--- src/rtl/led_seq_pkg.sv ---
// Shared types and constants for the LED mode sequencer.
//   mode_t      : operating mode, also driven out on the mode port
//   Q_*         : LED patterns loaded on entry to a mode
//   ms_to_ticks : converts a duration in ms to clock ticks, never less than 1
//   ticks_width : counter width able to hold 0..ticks-1, never less than 1
package led_seq_pkg;

   typedef enum logic [1:0] {
      M_IDLE  = 2'd0,
      M_CHASE = 2'd1,
      M_BLINK = 2'd2,
      M_HOLD  = 2'd3
   } mode_t;

   localparam logic [5:0] Q_IDLE   = 6'h3F;
   localparam logic [5:0] Q_CHASE0 = 6'h3E;
   localparam logic [5:0] Q_BLINK0 = 6'h00;

   function automatic int ms_to_ticks(input int f_clk_hz, input int ms);
      int ticks;
      ticks = (f_clk_hz / 1000) * ms;
      return (ticks < 1) ? 1 : ticks;
   endfunction

   function automatic int ticks_width(input int ticks);
      return (ticks > 1) ? $clog2(ticks) : 1;
   endfunction

endpackage

--- src/rtl/led_mode_sequencer_btn_debounce.sv ---
// Single-button conditioner: 2-FF synchroniser, polarity normalisation
// (pressed = 1), debounce counter and one-cycle press pulse.
// Ports:
//   clk     in  system clock
//   rst     in  asynchronous reset, active-high
//   btn_raw in  raw button pin
//   press   out one-cycle pulse on an accepted not-pressed -> pressed change
module btn_debounce
   import led_seq_pkg::*;
#(
   parameter int DB_TICKS   = 1,
   parameter bit ACTIVE_LOW = 1'b1
) (
   input  logic clk,
   input  logic rst,
   input  logic btn_raw,
   output logic press
);

   localparam int               CNT_W    = ticks_width(DB_TICKS);
   localparam logic [CNT_W-1:0] CNT_LAST = CNT_W'(DB_TICKS - 1);
   localparam logic             IDLE_PIN = ACTIVE_LOW;

   logic [1:0]       sync_q, sync_d;
   logic             stable_q, stable_d;
   logic [CNT_W-1:0] cnt_q, cnt_d;
   logic             press_q, press_d;
   logic             pressed_n;

   always_comb begin
      sync_d    = {sync_q[0], btn_raw};
      pressed_n = sync_q[1] ^ ACTIVE_LOW;
      stable_d  = stable_q;
      cnt_d     = '0;
      press_d   = 1'b0;
      if (pressed_n != stable_q) begin
         if (cnt_q == CNT_LAST) begin
            stable_d = pressed_n;
            // Only the release->press direction is reported.
            press_d  = pressed_n;
         end else begin
            cnt_d = cnt_q + 1'b1;
         end
      end
   end

   // The stable state comes out of reset as "pressed": a button held through
   // reset must be seen released before it can generate a new press.
   always_ff @(posedge clk or posedge rst) begin
      if (rst) begin
         sync_q   <= {2{IDLE_PIN}};
         stable_q <= 1'b1;
         cnt_q    <= '0;
         press_q  <= 1'b0;
      end else begin
         sync_q   <= sync_d;
         stable_q <= stable_d;
         cnt_q    <= cnt_d;
         press_q  <= press_d;
      end
   end

   assign press = press_q;

endmodule

--- src/rtl/led_mode_sequencer.sv ---
// Button-driven LED sequencer. Three debounced buttons (A advance, B hold/
// resume, C idle) are arbitrated A > B > C and steer a mode FSM that drives the
// 6-bit LED bank as static, walking-zero chase, full blink or frozen.
// Ports:
//   clk     in  system clock
//   rst     in  asynchronous reset, active-high
//   btn_a   in  raw button A (mode advance)
//   btn_b   in  raw button B (hold/resume)
//   btn_c   in  raw button C (back to idle)
//   q       out LED pattern, registered
//   mode    out current mode_t, registered
//   btn_evt out one-cycle one-hot granted press {C,B,A}
module led_mode_sequencer
   import led_seq_pkg::*;
#(
   parameter int F_CLK_HZ       = 25_000_000,
   parameter int DEBOUNCE_MS    = 20,
   parameter int STEP_MS        = 250,
   parameter int ACTIVE_LOW_BTN = 1
) (
   input  logic       clk,
   input  logic       rst,
   input  logic       btn_a,
   input  logic       btn_b,
   input  logic       btn_c,
   output logic [5:0] q,
   output logic [1:0] mode,
   output logic [2:0] btn_evt
);

   localparam int                DB_TICKS   = ms_to_ticks(F_CLK_HZ, DEBOUNCE_MS);
   localparam int                STEP_TICKS = ms_to_ticks(F_CLK_HZ, STEP_MS);
   localparam int                STEP_W     = ticks_width(STEP_TICKS);
   localparam logic [STEP_W-1:0] STEP_LAST  = STEP_W'(STEP_TICKS - 1);

   logic [2:0]        press;
   logic [2:0]        grant;
   logic              running;
   logic              step;
   mode_t             mode_q, mode_d;
   mode_t             saved_q, saved_d;
   logic [5:0]        q_q, q_d;
   logic [2:0]        btn_evt_q, btn_evt_d;
   logic [STEP_W-1:0] step_cnt_q, step_cnt_d;

   btn_debounce #(.DB_TICKS(DB_TICKS), .ACTIVE_LOW(ACTIVE_LOW_BTN != 0)) u_db_a (
      .clk(clk), .rst(rst), .btn_raw(btn_a), .press(press[0]));
   btn_debounce #(.DB_TICKS(DB_TICKS), .ACTIVE_LOW(ACTIVE_LOW_BTN != 0)) u_db_b (
      .clk(clk), .rst(rst), .btn_raw(btn_b), .press(press[1]));
   btn_debounce #(.DB_TICKS(DB_TICKS), .ACTIVE_LOW(ACTIVE_LOW_BTN != 0)) u_db_c (
      .clk(clk), .rst(rst), .btn_raw(btn_c), .press(press[2]));

   // Fixed priority A > B > C; losing presses are simply dropped.
   always_comb begin
      grant = 3'b000;
      if (press[0])      grant = 3'b001;
      else if (press[1]) grant = 3'b010;
      else if (press[2]) grant = 3'b100;
   end

   assign running = (mode_q == M_CHASE) || (mode_q == M_BLINK);
   assign step    = running && (step_cnt_q == STEP_LAST);

   always_comb begin
      mode_d    = mode_q;
      saved_d   = saved_q;
      q_d       = q_q;
      btn_evt_d = grant;
      // Every event in CHASE/BLINK changes mode, so a step that coincides with
      // an event is naturally discarded by the if/else ordering below.
      unique case (mode_q)
         M_IDLE: begin
            if (grant[0]) begin
               mode_d = M_CHASE;
               q_d    = Q_CHASE0;
            end else if (grant[2]) begin
               q_d = Q_IDLE;
            end
         end
         M_CHASE: begin
            if (grant[0]) begin
               mode_d = M_BLINK;
               q_d    = Q_BLINK0;
            end else if (grant[1]) begin
               mode_d  = M_HOLD;
               saved_d = M_CHASE;
            end else if (grant[2]) begin
               mode_d = M_IDLE;
               q_d    = Q_IDLE;
            end else if (step) begin
               q_d = {q_q[4:0], q_q[5]};
            end
         end
         M_BLINK: begin
            if (grant[0] || grant[2]) begin
               mode_d = M_IDLE;
               q_d    = Q_IDLE;
            end else if (grant[1]) begin
               mode_d  = M_HOLD;
               saved_d = M_BLINK;
            end else if (step) begin
               q_d = ~q_q;
            end
         end
         M_HOLD: begin
            // q is left untouched so the pattern resumes where it froze.
            if (grant[1]) begin
               mode_d = saved_q;
            end else if (grant[2]) begin
               mode_d = M_IDLE;
               q_d    = Q_IDLE;
            end
         end
         default: mode_d = M_IDLE;
      endcase

      if (mode_d != mode_q)  step_cnt_d = '0;
      else if (mode_q == M_HOLD) step_cnt_d = step_cnt_q;
      else if (running)      step_cnt_d = step ? '0 : step_cnt_q + 1'b1;
      else                   step_cnt_d = '0;
   end

   always_ff @(posedge clk or posedge rst) begin
      if (rst) begin
         mode_q     <= M_IDLE;
         saved_q    <= M_CHASE;
         q_q        <= Q_IDLE;
         btn_evt_q  <= 3'b000;
         step_cnt_q <= '0;
      end else begin
         mode_q     <= mode_d;
         saved_q    <= saved_d;
         q_q        <= q_d;
         btn_evt_q  <= btn_evt_d;
         step_cnt_q <= step_cnt_d;
      end
   end

   assign q       = q_q;
   assign mode    = mode_q;
   assign btn_evt = btn_evt_q;

endmodule
--- config.mk ---
export PLATFORM = sky130hd
export DESIGN_NAME = led_mode_sequencer
export DESIGN_NICKNAME = d
export VERILOG_FILES = /design/src/rtl/led_seq_pkg.sv /design/src/rtl/led_mode_sequencer_btn_debounce.sv /design/src/rtl/led_mode_sequencer.sv
export SDC_FILE = /design/constraint.sdc
export NUM_CORES = 1
export LEC_CHECK = 0
export ABC_AREA = 1
export CORE_MARGIN = 10
export CORE_UTILIZATION = 63
export CTS_CLUSTER_DIAMETER = 200
export DETAILED_ROUTE_END_ITERATION = 16
export GPL_ROUTABILITY_DRIVEN = 0
export MAX_ROUTING_LAYER = met4
export PLACE_DENSITY_LB_ADDON = 0.05
export SLEW_MARGIN = 5
export SYNTH_ARGS = -nofsm -noshare
export SYNTH_HDL_FRONTEND = slang
export SYNTH_SLANG_ARGS = --single-unit
--- constraint.sdc ---
create_clock -name clk -period 3.8 [get_ports clk]
set_input_delay 0.76 -clock clk [delete_from_list [all_inputs] [get_ports clk]]
set_output_delay 0.76 -clock clk [all_outputs]
set_load 0.01 [all_outputs]
* Word level (Yosys, flattened, before mapping) *
Index checks and enable logic that the tools add are counted.

word-level totals
  flip-flop bits (word level) = 105
  input bits = 5
  logic and storage cells = 99

operators by class
  $add $sub $neg = 4
  equality and inequality tests = 21
  mux-type cells = 43
  bitwise operators = 4
  reduce and logical (&&, ||, !) cells = 10

operators by type and width
  kind                                                                   number
  19-bit two-way mux                                                     6
  23-bit two-way mux                                                     4
  6-bit two-way mux                                                      10
  19-bit by 1-bit adder with 19-bit output, second input constant        3
  19-bit equality test, second input constant                            3
  6-bit one-hot mux with 4 select lines                                  1
  23-bit by 1-bit adder with 23-bit output, second input constant        1
  23-bit equality test, second input constant                            1
  2-bit two-way mux                                                      11
  2-bit != test, second input constant                                   6
  5-bit AND reduction                                                    2
  3-bit two-way mux                                                      3
  2-bit one-hot mux with 4 select lines                                  1
  1-bit two-way mux                                                      6
  3-bit by 2-bit != test with 1-bit output, second input constant        2
  6-bit inverter                                                         1
  2-bit AND reduction                                                    3
  2-bit equality test, second input constant                             2
  4-bit != test, second input constant                                   1
  2-bit one-hot mux with 2 select lines                                  1
  1-bit != test                                                          3
  3-bit != test, second input constant                                   1
  1-bit inverter                                                         3
  2-bit by 1-bit equality test with 1-bit output, second input constant  1
  5 further kinds                                                        6

* Depth between registers and ports, before layout *
  word-level depth = 9
  gate-level depth with buffers = 14
  depth with buffers taken out = 13

* By module *
From an unflattened synthesis, not the netlist that was laid out.

unflattened totals
  cells, all modules = 909
  area total of the unflattened synthesis = 6,731.5 µm²

modules (own cells, without submodules)
  module              times used  cells each  area an instance (µm²)
  btn_debounce        3           156         1,287.5
  led_mode_sequencer  1           441         2,869.0

* Worst setup path before layout *
Ideal clock, no wire load.

  kind = register -> register
  from = register mode_q[1], in the netlist mode[1]
  to = register step_cnt_q[11]
  data arrival time = 1,800 ps
  required time = 3,680 ps
  path slack = 1,880 ps
  cell stages (with the launch flop) = 14
  path buffers = 2
  clock period less this slack = 1,920 ps
  cell sequence = dfrtp_1 -> inv_1 -> ha_1 -> buf_4 -> nand2_1 -> inv_1 -> nand2_1 -> nor2_1 -> nand3_2 -> nand3_1 -> buf_4 -> nor2_1 -> a21oi_1 -> nor2_2

on the way
  longest elaborated chain between the ends = 7
  elaborated cells between the ends (all ways) = 20

ends and longest elaborated chain
  what                                                                           line                       source
  start: declaration                                                             led_mode_sequencer.sv:40   mode_t mode_q, mode_d;
  start signal: assignment                                                       led_mode_sequencer.sv:131  mode_q <= mode_d;
  branches (longest 7 deep; another with 2-bit one-hot mux with 4 select lines)  --
  end signal: assignment                                                         led_mode_sequencer.sv:135  step_cnt_q <= step_cnt_d;
  end: declaration                                                               led_mode_sequencer.sv:44   logic [STEP_W-1:0] step_cnt_q, step_cnt_d;

Parallel ways; which one is timed is not known. The select of a mux whose other input is x is not followed.
A chain may end at the register's enable or synchronous reset.

* Final worst setup path *
  from = register mode_q[1], in the netlist mode[1]
  to = register step_cnt_q[14]

The elaborated chain is that of the path after synthesis.

==> metrics.txt <==
Area Growth Syn to Fin 7.931%; largest net degree at the start of global routing 60; Worst Skew roughly 0.012 ns; Hold Buf Count CTS 0; setup bufs post-CTS 0; Placed Area approximately 0.0067 mm²; DR vias 5,809; Syn Nets roughly 900; placed cell count between 1k and 1.5k; combinational power share 0.031; drt first pass iters 5; initial antenna violation count 0; insertion delay to the later sink of the worst-skew pair 0.40 ns; total of max-cap violations 0; R2R depth 11; Hold WC Path Type register to register; post-synth top area share 0.3468; Main synth FF type dfrtp_1; EDFF count, synth 0; Post-synth ARST share 1.000; Top cell by count, worst path inv_1; Final ANT Viol Nets 0; CTS Sinks around 110; Slew @ Worst Pin between 0.7 and 0.8 ns; status completed; flops & latches, synth between 100 and 150; CP arrival 2.79 ns; clock root buffer clkbuf_8; Setup violations, final 0; Final Cell Area 0.006930 mm²; Reg area 0.002648 mm²; Top delay family on crit path simple AND/OR/NAND/NOR gates; global-route wire length before repair between 20,000 and 25,000 µm; worst hold path cell count 0; switching power roughly 460 µW; Warnings, synthesis 0; worst rel slew slack 0.4819; PD cells around 280 mW/mm²; Cell Area, Synth 0.006421 mm²; CP peak stage delay around 0.48 ns; Ports 16; WL per Instance between 10 and 15 µm; Internal 1500 µW; Crit Path Category register to register; Clock Tree Buf Depth 2; synth top area cells dfrtp_1, nand2_1, nor2_1, inv_1, dfstp_2; vias in the first global route 5,421; initial core utilization 0.6509; fmax about 0.40 GHz; Reg2Reg Setup Slack ~1.3 ns; Die W between 100 and 150 µm; starting DRC count in detailed routing between 400 and 500; Avg Inst Size Synth just over 7 µm²; Final Hold Violating Endpoints 0; slowest CP cell ha_1; CP startpoint kind register; Rows 36; Distinct cells, synth 39; cts repair resizes 0; hold slack between 0.3 and 0.4 ns; HPWL Detailed 10,480 µm; die area roughly 0.015 mm²; post-synthesis cell count 893; Die H ~120 µm; clock-pin slew on the worst setup and hold paths about 0.1 ns; shortest clock period the worst path allows after layout approximately 2.5 ns; worst-path cell chain inv_1 -> ha_1 -> nand2_1 -> inv_1 -> nand2_1 -> nor2_1 -> nand3_2 -> nand3_1 -> inv_1 -> a21boi_0 -> nor2_2; Crit path depth 11; Seq pwr share 0.582; TritonCTS clock tree yes; worst path bufs/invs 3; Leak 0.002963 µW; Sw Ratio 0.2350; IO buf count 15; period utilisation layout 0.6580; Core ar. about 0.01 mm²; CP max FO 12; GRT Overall Usage 0.2071; register area share after synthesis 0.4123; # diodes 0; RSZ-0062 raised after global routing no; fraction of layout cells with a size suffix above 1 0.1005; H-tree levels 3; total grt overflow 0; Vias/cell 5.543; CP endpoint kind register; Non-Filler Instances around 1.0k; DRC errors left 0; # nets final roughly 920; VDD IR max between 0.3 and 0.4 mV; Critical Path RT 4.09 ns; most frequent standard cell in the layout excluding fill and tap cells nand2_1; WL final between 10,000 and 15,000 µm; setup tns final 0 ns; clock power share 0.387; Synth area leader dfrtp_1; Power Total 1961 µW; fin. max-slew vios 0; fill count roughly 790; commonest cells after routing, fill and taps aside nand2_1, nor2_1, inv_1; Num CTS Buffers 9; Multi-input gate area roughly 0.0032 mm²
==> metrics by stage <==
step,setup WS (ns),util
3_5_place_dp,1.304,0.6801
2_1_floorplan,0.3059,-
6_report,1.300,0.7026
5_1_grt,1.044,0.7026
3_3_place_gp,1.467,0.6801
4_1_cts,1.288,0.7026
==> power by group through the flow <==
| stage | sequential [µW] | combinational, µW | clock [µW] |
|---|---|---|---|
| after floorplan | 1160 | 39.7 | 0 |
| after global placement | 1160 | 58.6 | 0 |
| after detailed placement | 1160 | 61.9 | 0 |
| after CTS | 1140 | 62.6 | 782 |
| after global routing | 1140 | 69.8 | 823 |
| final | 1140 | 60.5 | 759 |
==> flip-flops by register name (all words and copies together) (netlist names), 3 cells and up <==
register and cells:
q 6, u_db_c.cnt_q 19, u_db_b.cnt_q 19, step_cnt_q 23, u_db_a.cnt_q 19, btn_evt 3
==> per-layer routing <==
metal,part of all wire,up-vias,track usage
met5,0,-,-
met4,0.018,0,0.06637
met3,0.063,30,0.04421
met2,0.46,189,0.3194
met1,0.46,2670,0.2664
li1,-,2920,-
==> worst reg2reg max path, cell delays in order (launching register included) <==
cell and delay, ns:
dfrtp_1 0.44, inv_1 0.14, ha_1 0.48, nand2_1 0.09, inv_1 0.06, nand2_1 0.04, nor2_1 0.12, nand3_2 0.13
nand3_1 0.41, inv_1 0.17, a21boi_0 0.24, nor2_2 0.06
==> layout make-up <==
cell class                      count  share of cell area
Tap cell                          133             0.02401
Timing Repair Buffer               19             0.02780
Clock buffer                       11             0.02185
Clock inverter                      5             0.01011
Multi-Input combinational cell    654              0.4676
Sequential cell                   105              0.3820
Inverter                          121             0.06662
==> synth_stat cells (2+ instances only) <==
library cell,n
nor3_1,32
nand2_2,7
inv_1,115
buf_6,2
or2_2,6
o31ai_1,2
a21oi_1,21
nor2_2,24
dfstp_2,16
nor2_1,147
nand3_1,79
inv_4,2
nand3b_1,3
a211oi_1,2
o21ai_0,29
dfrtp_1,89
o21bai_1,3
buf_1,2
nand3_2,7
nor3_2,4
nand4_1,39
inv_2,3
o21a_1,6
nand2_1,193
nor3b_1,9
clkbuf_1,5
xor2_1,22
o21ai_1,2
buf_4,2
xnor2_1,2
ha_1,8
a21boi_0,3
==> logic make-up after synthesis <==
family                   Yosys count  synth area share
AO/OA/AOI/OAI                     69           0.06021
XOR/XNOR                          24           0.03274
adder cells (fa/ha/maj)            8           0.01559
buffers and inverters            134           0.08301
flip-flops                       105            0.4123
AND/OR/NAND/NOR                  553            0.3961
==> worst paths after layout <==
kind | end | from
setup / recovery | step_cnt_q[14] | mode[1]
setup reg to reg | step_cnt_q[14] | mode[1]
min in group asynchronous | btn_evt[0] | rst
max in group asynchronous | q[2] | rst
hold / removal | u_db_c.sync_q[1] | u_db_c.sync_q[0]
hold reg to reg | u_db_c.sync_q[1] | u_db_c.sync_q[0]
Power figures use the tool's default switching activity.
